File: config.mk
export PLATFORM = sky130hd
export DESIGN_NAME = victim_way_sched
export DESIGN_NICKNAME = d
export VERILOG_FILES = /design/src/rtl/mpc_types_pkg.sv /design/src/rtl/mpc_rr_pick.sv /design/src/rtl/victim_way_sched.sv
export SDC_FILE = /design/constraint.sdc
export NUM_CORES = 1
export LEC_CHECK = 0
export BUFFER_PORTS_ARGS = -buffer_cell sky130_fd_sc_hd__clkbuf_2
export CORE_UTILIZATION = 40
export DETAILED_ROUTE_END_ITERATION = 8
export MAX_ROUTING_LAYER = met4
export PLACE_DENSITY = 0.73
export SYNTH_ARGS = -nofsm -noshare
export SYNTH_HDL_FRONTEND = slang
export SYNTH_HIERARCHICAL = 1
export SYNTH_SLANG_ARGS = --single-unit
File: constraint.sdc
create_clock -name clk -period 2.2 [get_ports clk]
set_clock_uncertainty 0.05 [all_clocks]
set_input_delay 0.44 -clock clk [delete_from_list [all_inputs] [get_ports clk]]
set_output_delay 0.44 -clock clk [all_outputs]
set_load 0.01 [all_outputs]
File: src/rtl/mpc_types_pkg.sv
//------------------------------------------------------------------------------
// Module : mpc_types (package)
// Brief  : Shared state encoding, defaults and width helpers for the victim
//          way scheduler.
// Rev    : 1.0 - initial release
//------------------------------------------------------------------------------
`default_nettype none

package mpc_types;

    typedef enum logic [1:0] {
        IDLE    = 2'd0,
        LOOKUP  = 2'd1,
        EVAL    = 2'd2,
        BACKOFF = 2'd3
    } vic_state_e;

    localparam int c_cnt_w_default   = 3;
    localparam int c_req_num_default = 2;
    localparam int c_way_num_default = 4;

    // Index width that stays at least one bit wide for single-entry vectors.
    function automatic int idx_width(input int n);
        return (n > 1) ? $clog2(n) : 1;
    endfunction

    // Increment modulo n; legal for non-power-of-2 n.
    function automatic int wrap_inc(input int v, input int n);
        return (v + 1 >= n) ? 0 : v + 1;
    endfunction

    localparam int c_req_idx_w_default = idx_width(c_req_num_default);
    localparam int c_way_idx_w_default = idx_width(c_way_num_default);

endpackage

`default_nettype wire

File: src/rtl/mpc_rr_pick.sv
//------------------------------------------------------------------------------
// Module : mpc_rr_pick
// Brief  : Combinational rotating priority picker: first set bit at or after
//          a start pointer, wrapping modulo N.
// Rev    : 1.0 - initial release
//------------------------------------------------------------------------------
`default_nettype none

module mpc_rr_pick
    import mpc_types::*;
#(
    parameter int N  = 2,
    parameter int PW = idx_width(N)
) (
    input  logic [N-1:0]  i_req,
    input  logic [PW-1:0] i_ptr,
    output logic          o_found,
    output logic [PW-1:0] o_idx
);

    function automatic logic [PW-1:0] wrap_idx(input logic [PW-1:0] p, input int off);
        int s;
        s = int'(p) + off;
        if (s >= N) s = s - N;
        return PW'(s);
    endfunction

    // Scan from farthest to nearest so the nearest hit is the final assignment.
    always_comb begin
        o_found = 1'b0;
        o_idx   = '0;
        for (int i = N - 1; i >= 0; i--) begin
            if (i_req[wrap_idx(i_ptr, i)]) begin
                o_found = 1'b1;
                o_idx   = wrap_idx(i_ptr, i);
            end
        end
    end

endmodule

`default_nettype wire

File: src/rtl/victim_way_sched.sv
//------------------------------------------------------------------------------
// Module : victim_way_sched
// Brief  : Round-robin victim-way scheduler for line allocation; optional
//          stall counter enabled by MPC_VICTIM_STALL_CNT_EN.
// Rev    : 1.0 - initial release
//------------------------------------------------------------------------------
`default_nettype none

module victim_way_sched
    import mpc_types::*;
#(
    parameter int REQ_NUM    = 2,
    parameter int WAY_NUM    = 4,
    parameter int SET_WIDTH  = 6,
    parameter int CNT_W      = c_cnt_w_default,
    parameter int RETRY_WAIT = 4,
    parameter int REQ_IDX_W  = idx_width(REQ_NUM),
    parameter int WAY_IDX_W  = idx_width(WAY_NUM)
) (
    input  logic                         clk,
    input  logic                         rst_n,
    input  logic [REQ_NUM-1:0]           req_valid,
    input  logic [REQ_NUM*SET_WIDTH-1:0] req_set,
    output logic [REQ_NUM-1:0]           req_ready,
    output logic [SET_WIDTH-1:0]         ref_cnt_set,
    input  logic [WAY_NUM*CNT_W-1:0]     ref_cnt_rsp,
    input  logic                         ref_cnt_access_valid,
    input  logic [SET_WIDTH-1:0]         ref_cnt_access_set,
    input  logic [WAY_IDX_W-1:0]         ref_cnt_access_way,
    output logic                         vic_valid,
    output logic [REQ_IDX_W-1:0]         vic_id,
    output logic [SET_WIDTH-1:0]         vic_set,
    output logic [WAY_IDX_W-1:0]         vic_way,
    output logic                         busy
`ifdef MPC_VICTIM_STALL_CNT_EN
    ,
    input  logic                         stall_cnt_clr,
    output logic [15:0]                  stall_cnt
`endif
);

    localparam int c_retry_w = idx_width(RETRY_WAIT);

    vic_state_e             r_state;
    vic_state_e             w_state_nxt;
    logic [REQ_IDX_W-1:0]   r_req_ptr;
    logic [WAY_IDX_W-1:0]   r_way_ptr;
    logic [REQ_IDX_W-1:0]   r_id;
    logic [SET_WIDTH-1:0]   r_set;
    logic [WAY_NUM-1:0]     r_mask;
    logic [c_retry_w-1:0]   r_retry;

    logic [WAY_NUM-1:0]     w_hit;
    logic [WAY_NUM-1:0]     w_free;
    logic                   w_req_found;
    logic [REQ_IDX_W-1:0]   w_req_idx;
    logic                   w_way_found;
    logic [WAY_IDX_W-1:0]   w_way_idx;
    logic                   w_grant;
    logic                   w_vic;
    logic                   w_stall;

    // Hazard hits are live snoops; EVAL ORs them with the mask captured in LOOKUP.
    generate
        for (genvar w = 0; w < WAY_NUM; w++) begin : g_hit
            assign w_hit[w]  = ref_cnt_access_valid
                               && (ref_cnt_access_set == r_set)
                               && (ref_cnt_access_way == WAY_IDX_W'(w));
            assign w_free[w] = (ref_cnt_rsp[w*CNT_W +: CNT_W] == '0)
                               && !(r_mask[w] || w_hit[w]);
        end
    endgenerate

    mpc_rr_pick #(.N(REQ_NUM), .PW(REQ_IDX_W)) u_req_pick (
        .i_req   (req_valid),
        .i_ptr   (r_req_ptr),
        .o_found (w_req_found),
        .o_idx   (w_req_idx)
    );

    mpc_rr_pick #(.N(WAY_NUM), .PW(WAY_IDX_W)) u_way_pick (
        .i_req   (w_free),
        .i_ptr   (r_way_ptr),
        .o_found (w_way_found),
        .o_idx   (w_way_idx)
    );

    always_ff @(posedge clk or negedge rst_n) begin
        if (!rst_n) r_state <= IDLE;
        else        r_state <= w_state_nxt;
    end

    always_comb begin
        w_state_nxt = r_state;
        w_grant     = 1'b0;
        w_vic       = 1'b0;
        w_stall     = 1'b0;
        case (r_state)
            IDLE: begin
                if (w_req_found) begin
                    w_grant     = 1'b1;
                    w_state_nxt = LOOKUP;
                end
            end
            LOOKUP: w_state_nxt = EVAL;
            EVAL: begin
                if (w_way_found) begin
                    w_vic       = 1'b1;
                    w_state_nxt = IDLE;
                end else begin
                    w_stall     = 1'b1;
                    w_state_nxt = BACKOFF;
                end
            end
            BACKOFF: begin
                if (r_retry == '0) w_state_nxt = LOOKUP;
            end
            default: w_state_nxt = IDLE;
        endcase
    end

    always_ff @(posedge clk or negedge rst_n) begin
        if (!rst_n) begin
            r_req_ptr <= '0;
            r_way_ptr <= '0;
            r_id      <= '0;
            r_set     <= '0;
            r_mask    <= '0;
            r_retry   <= '0;
        end else begin
            if (w_grant) begin
                r_id      <= w_req_idx;
                r_set     <= req_set[int'(w_req_idx)*SET_WIDTH +: SET_WIDTH];
                r_req_ptr <= REQ_IDX_W'(wrap_inc(int'(w_req_idx), REQ_NUM));
            end
            if (r_state == LOOKUP) r_mask <= w_hit;
            if (w_vic) begin
                r_way_ptr <= WAY_IDX_W'(wrap_inc(int'(w_way_idx), WAY_NUM));
                r_id      <= '0;
                r_set     <= '0;
            end
            if (w_stall)
                r_retry <= c_retry_w'(RETRY_WAIT - 1);
            else if ((r_state == BACKOFF) && (r_retry != '0))
                r_retry <= r_retry - 1'b1;
        end
    end

    // Ready is qualified by rst_n so every output is low for the whole reset.
    generate
        for (genvar r = 0; r < REQ_NUM; r++) begin : g_ready
            assign req_ready[r] = w_grant && rst_n && (w_req_idx == REQ_IDX_W'(r));
        end
    endgenerate

    assign ref_cnt_set = r_set;
    assign vic_valid   = w_vic;
    assign vic_id      = w_vic ? r_id      : '0;
    assign vic_set     = w_vic ? r_set     : '0;
    assign vic_way     = w_vic ? w_way_idx : '0;
    assign busy        = (r_state != IDLE);

`ifdef MPC_VICTIM_STALL_CNT_EN
    logic [15:0] r_stall_cnt;

    always_ff @(posedge clk or negedge rst_n) begin
        if (!rst_n)
            r_stall_cnt <= '0;
        else if (stall_cnt_clr)
            r_stall_cnt <= '0;
        else if (w_stall && (r_stall_cnt != 16'hFFFF))
            r_stall_cnt <= r_stall_cnt + 16'd1;
    end

    assign stall_cnt = r_stall_cnt;
`endif

endmodule

`default_nettype wire

---- Yosys cells after proc, flatten, opt, wreduce, memory -nomap -nowiden ----
Cells that the tools add are included.
storage, ports and cells
  register bits ........................... 18
  word-level logic and storage cells ...... 130
operators by class
  order comparisons ....................... 14
  multiplexer cells ....................... 51
  equal/unequal tests ..................... 9
  $mul .................................... 1
  $add $sub $neg .......................... 13
  reduce and logical (&&, ||, !) cells .... 33
  bitwise operators ....................... 1
  shift operators ......................... 1
operators with widths
  cell                                                                                  number
  2-bit 2-to-1 mux                                                                      15
  1-bit 2-to-1 mux                                                                      28
  6-bit 2-to-1 mux                                                                      3
  1-bit logical AND                                                                     13
  3-bit greater-or-equal comparator (second input constant)                             4
  3-bit zero test                                                                       4
  2-bit by 3-bit less-than comparator with 1-bit output (second input constant)         4
  12-bit by 5-bit variable part select with 6-bit output                                1
  2-bit by 1-bit subtractor with 2-bit output (second input constant)                   5
  1-bit binary-select mux with 2-bit select                                             4
  2-bit == test (second input constant)                                                 4
  2-bit case mux with 4 select lines                                                    1
  2-bit nonzero test                                                                    4
  2-bit by 1-bit adder with 3-bit output (second input constant)                        2
  2-bit by 2-bit adder with 3-bit output (second input constant)                        2
  6-bit == test                                                                         1
  2-bit zero test                                                                       3
  1-bit by 1-bit adder with 2-bit output (second input constant)                        2
  2-bit by 1-bit == test with 1-bit output (second input constant)                      2
  2-bit greater-or-equal comparator (second input constant)                             2
  1-bit zero test                                                                       4
  1-bit logical OR                                                                      4
  1-bit by 2-bit less-than comparator with 1-bit output (second input constant)         2
  2-bit by 3-bit greater-or-equal comparator with 1-bit output (second input constant)  1
  7 further kinds                                                                       8

---- Depth between registers and ports, before layout ----
  depth in word-level cells ............... 15
  depth in mapped cells ................... 10

---- By module ----
Netlist, hierarchy kept.
by module, submodules not included
  module                    sequential area each (µm²)  cells each  instances  area an instance (µm²)
  victim_way_sched          450.4                       116         1          1116.1
  mpc_rr_pick (u_way_pick)  0.0                         13          1          77.6
  mpc_rr_pick (u_req_pick)  0.0                         3           1          17.5

---- Worst setup path before layout ----
OpenSTA, ideal clock, no wires.
  path kind ............................... flip-flop to output port
  start point ............................. register r_set[1] (netlist: ref_cnt_set[1])
  end point ............................... output port vic_valid
  buffers on the path ..................... 2
  stages on the path, launching flop included .. 9
  required time ........................... 1.710 ns
  slack ................................... -0.162 ns
  data arrival time ....................... 1.872 ns
  cells stage by stage .................... dfrtp_1 xor2_1 nor4_4 a31oi_1 nor2_1 nand2_1 clkbuf_1 and2_1 buf_4
on the way
  word-level cells in the longest chain between the ends .. 14
  elaborated cells on any way between the ends .. 32
ends and longest elaborated chain
  item                                       RTL line                 RTL
  start: declaration                         victim_way_sched.sv:49   logic [SET_WIDTH-1:0] r_set;
  start signal: assignment                   victim_way_sched.sv:133  r_set <= req_set[int'(w_req_idx)*SET_WIDTH +: SET_WIDTH];
  6-bit == test (*)                          victim_way_sched.sv:67   && (ref_cnt_access_set == r_set)
  1-bit logical AND (*)                      victim_way_sched.sv:67
  1-bit logical AND (*)                      victim_way_sched.sv:68   && (ref_cnt_access_way == WAY_IDX_W'(w));
  1-bit logical OR (*)                       victim_way_sched.sv:70   && !(r_mask[w] || w_hit[w]);
  1-bit zero test (*)                        victim_way_sched.sv:70
  1-bit logical AND (*)                      victim_way_sched.sv:70
  via w_free[3]                              victim_way_sched.sv:54   logic [WAY_NUM-1:0] w_free;
  1-bit binary-select mux with 2-bit select  mpc_rr_pick.sv:33        if (i_req[wrap_idx(i_ptr, i)]) begin
  1-bit 2-to-1 mux (implied by the code)     mpc_rr_pick.sv:33
  1-bit 2-to-1 mux (3 in series)             mpc_rr_pick.sv:33
  1-bit 2-to-1 mux (*)                       mpc_rr_pick.sv:33
  via w_way_found                            victim_way_sched.sv:57   logic w_way_found;
  1-bit 2-to-1 mux (*)                       victim_way_sched.sv:107  if (w_way_found) begin
  1-bit 2-to-1 mux (*)                       victim_way_sched.sv:98   case (r_state)
  end: declaration                           victim_way_sched.sv:30   output logic vic_valid,
Mark *: on every way through the listed nets, which the timed path passes. The rest lies on a longest branch. The select of a mux whose other input is x is not followed.

---- Final worst setup path ----
  start point ............................. register r_set[3] (netlist: ref_cnt_set[3])
  end point ............................... output port vic_way[1]
on the way
  elaborated cells on any way between the ends .. 37
RTL lines
  item                                       RTL line                 RTL
  6-bit == test (*)                          victim_way_sched.sv:67
  1-bit logical AND (*)                      victim_way_sched.sv:67
  1-bit logical AND (*)                      victim_way_sched.sv:68
  1-bit logical OR (*)                       victim_way_sched.sv:70
  1-bit zero test (*)                        victim_way_sched.sv:70
  1-bit logical AND (*)                      victim_way_sched.sv:70
  via w_free[2]                              victim_way_sched.sv:54
  1-bit binary-select mux with 2-bit select  mpc_rr_pick.sv:33
  1-bit 2-to-1 mux (implied by the code)     mpc_rr_pick.sv:33
  2-bit 2-to-1 mux (3 in series)             mpc_rr_pick.sv:33
  2-bit 2-to-1 mux (*)                       mpc_rr_pick.sv:33
  via w_way_idx[1]                           victim_way_sched.sv:58   logic [WAY_IDX_W-1:0] w_way_idx;
  2-bit 2-to-1 mux (*)                       victim_way_sched.sv:160  assign vic_way = w_vic ? w_way_idx : '0;
  end: declaration                           victim_way_sched.sv:33   output logic [WAY_IDX_W-1:0] vic_way,
Marks and branches as above.

==> results.sh <==
export IMPL_grt_pass1_vias=1321
export IMPL_syn_to_final_growth_pct=60.1
export IMPL_switching_power_mw=0.797
export IMPL_timing_hold_violations_final=0
export IMPL_timing_rr_end="r_way_ptr[1]$_DFFE_PN0P_"
export IMPL_pwr_share_clk_pct=9.6
export IMPL_grt_max_degree=19
export IMPL_crit_arrival_ps=2330
export IMPL_viasPerCell=5.39
export IMPL_synth_xor_area_share_pct=5.06
export IMPL_finalNetCount=254
export IMPL_synth_area_mux_share_pct=7.64
export IMPL_seqPwrFrac_pct=31.2
export IMPL_fin_crit_sh_pct=128
export IMPL_grt_ovfl_total=0
export IMPL_slew_headroom_pct=67.4
export IMPL_io_buffers=55
export IMPL_tightest_slew_ps=489
export IMPL_synthCells=132
export IMPL_drt_total_wl_um=3700
export IMPL_clock_latency_ps=300
export IMPL_total_power_mw=1.86
export IMPL_antenna_found_initial=0
export IMPL_final_cell_mix="clkbuf_2, buf_4, dfrtp_1"
export IMPL_fin_crit_ps=2820
export IMPL_start_util_pct=43.2
export IMPL_yosysWarnings=6
export IMPL_synth_top_area_cell="dfrtp_1"
export IMPL_comb_power_share_pct=59.2
export IMPL_violations="design-rule violations, negative setup slack"
export IMPL_timing_fmax_mhz=355
export IMPL_diodes=0
export IMPL_setup_tns_ps=-6570
export IMPL_avgSynthCellArea_um2=9.18
export IMPL_place_area_um2=1630
export IMPL_hold_path_class="in2async"
export IMPL_synth_top_cell_area_share_pct=37.2
export IMPL_synth_compound_area_share_pct=13.7
export IMPL_power_leakage_nw=0.991
export IMPL_worst_slack_ps=-617
export IMPL_grt_pass1_wl_um=5800
export IMPL_synth_distinct_cells=32
export IMPL_required_ps=1710
export IMPL_power_density_nw_per_um2=958
export IMPL_ys_seq_area_share_pct=37.2
export IMPL_gp_congestion=0.782
export IMPL_critPathKind="reg2out"
export IMPL_synthAdderAreaFrac_pct=6.20
export IMPL_synth_top_family_by_area="simple AND/OR/NAND/NOR gates"
export IMPL_rows=19
export IMPL_coreArea_um2=2810
export IMPL_p_int_mw=1.06
export IMPL_clock_path_buffers=2
export IMPL_crit_path_end_kind="output pin"
export IMPL_cts_tree="built"
export IMPL_drive_above_1_share_pct=56.7
export IMPL_cts_clk_slew_worst_paths_ps=110
export IMPL_ys_ff_latch=18
export IMPL_cts_max_level=1
export IMPL_die_area_um2=3250
export IMPL_vias=1299
export IMPL_grt_usage_pct=24.1
export IMPL_synthSimpleGateAreaFrac_pct=25.7
export IMPL_layout_commonest_cell="clkbuf_2"
export IMPL_peakVddDrop_mv=0.565
export IMPL_worstReg2RegStart="ref_cnt_set[3]$_DFFE_PN0P_"
export IMPL_nFillCells=219
export IMPL_netlist_area_um2=1210
export IMPL_critPathLaunchType="flip-flop"
export IMPL_clock_sinks=18
export IMPL_preCtsSetupSlack_ps=-470
export IMPL_netlist_top_cells_area="dfrtp_1, ha_1, mux2i_1, and3_1, a211oi_1"
export IMPL_drv_slew=0
export IMPL_status="finished, violations left"
export IMPL_route_detailed_drc=10
export IMPL_critPathMaxFanout=3
export IMPL_pin_count=56
export IMPL_drtAntennaViolNets=0
export IMPL_dr_pass1_iters=7
export IMPL_hpwlAfterDp_um=2460
export IMPL_maxCapViolations=0
export IMPL_cts_made_buffers=3
export IMPL_setup_viol=22
export IMPL_routedWlPerCell_um=15.3
export IMPL_die_y_um=57.0
export IMPL_syn_nets=175
export IMPL_die_w_um=57.0
export IMPL_r2r_setup_slack_ps=-280
export IMPL_netSwitchingFraction_pct=42.9
export IMPL_design_area_um2=1940
export IMPL_rr_worst_depth=12
export IMPL_rsz0062_at_grt="yes"
export IMPL_root_buffer="clkbuf_4"
export IMPL_drtIter0Drc=45
## worst max path at each step
stage / from / endpoint / slack (ps) / cells after the start
after global routing: ref_cnt_set[3]$_DFFE_PN0P_ / vic_way[1] / -750 / 11
after floorplan: ref_cnt_access_set[1] / vic_way[1] / -140 / 7
after detailed placement: ref_cnt_access_set[0] / vic_set[1] / -470 / 9
final: ref_cnt_set[3]$_DFFE_PN0P_ / vic_way[1] / -620 / 11
after global placement: ref_cnt_access_set[0] / vic_way[1] / -350 / 10
after CTS: ref_cnt_set[0]$_DFFE_PN0P_ / vic_way[1] / -660 / 10
## synth_stat cells
| master | n |
|---|---|
| and2_1 | 1 |
| a211oi_2 | 1 |
| inv_1 | 7 |
| or4_1 | 4 |
| clkbuf_1 | 2 |
| nor2b_1 | 7 |
| buf_4 | 2 |
| nor2_2 | 1 |
| nor4_4 | 1 |
| nor2_1 | 14 |
| a21oi_1 | 6 |
| nand2b_1 | 4 |
| and3_1 | 9 |
| a21boi_1 | 1 |
| buf_2 | 1 |
| xnor2_1 | 4 |
| ha_1 | 6 |
| nand4_1 | 1 |
| or2_1 | 1 |
| nand2_1 | 10 |
| dfrtp_1 | 18 |
| nor3b_1 | 1 |
| and3_2 | 1 |
| nand3_1 | 1 |
| xor2_1 | 3 |
| mux2_2 | 2 |
| a31o_2 | 3 |
| o21ai_0 | 3 |
| a211oi_1 | 7 |
| a41o_1 | 1 |
| mux2i_1 | 7 |
| a31oi_1 | 2 |
## metrics by stage
stage	util [%]	hold WS, ps	instances
2_1_floorplan	-	94.4	132
3_3_place_gp	57.9	387	228
3_5_place_dp	57.9	388	228
4_1_cts	63.6	48.5	238
5_1_grt	69.1	64.5	241
6_report	69.1	54.4	241
## sequential cells by signal (all words and copies together), names as in the netlist
signal and flops:
r_state 2, r_req_ptr 1, r_way_ptr 2, ref_cnt_set 6
r_id 1, r_retry 2, r_mask 4
## repair_timing
action,CTS,global route
buffers inserted,5,4
endpoints found under the setup margin,23,25
hold buffers,0,0
cloned,1,0
gates resized for setup,19,29
pin swaps,16,8
## cell families after synthesis
group	after synthesis
and+or+nand+nor	56
adders and majority gates	6
buffers and inverters	12
AOI/OAI and AO/OA	24
DFF	18
muxes	9
xor gates and xnor gates	7
## critical path, stage by stage (launching register included)
cell	delay, ps
dfrtp_1	410
xnor2_1	150
nand4_1	180
nor4_4	200
buf_4	200
buf_12	110
a21oi_4	60
nor2_4	210
buf_4	150
nor2_1	50
and3_1	170
clkbuf_2	130
## final cells by class
cell class	count	area [um^2]	share of cell area (%)
well taps	31	38.8	2.00
multi-input cells	103	911	47.0
inverters	7	26.3	1.35
flip-flops and latches	18	452	23.3
clock buffers	4	26.3	1.35
repair buffers	78	485	25.0
## per-layer routing
layer | vias up | part of all wire [%] | global-route usage [%]
met5 | - | 0 | -
met4 | 0 | 2.8 | 11.1
met3 | 12 | 6.1 | 4.99
met2 | 64 | 51 | 40.5
met1 | 602 | 40 | 27.5
li1 | 621 | - | -
## power by group through the flow
stage / sequential [mW] / combinational [mW] / clock (mW)
final: 0.579 / 1.10 / 0.179
after global routing: 0.595 / 1.20 / 0.198
after detailed placement: 0.572 / 0.899 / 0
after CTS: 0.574 / 0.979 / 0.184
after global placement: 0.560 / 0.851 / 0
after floorplan: 0.595 / 0.510 / 0
Power figures use the tool's default switching activity.
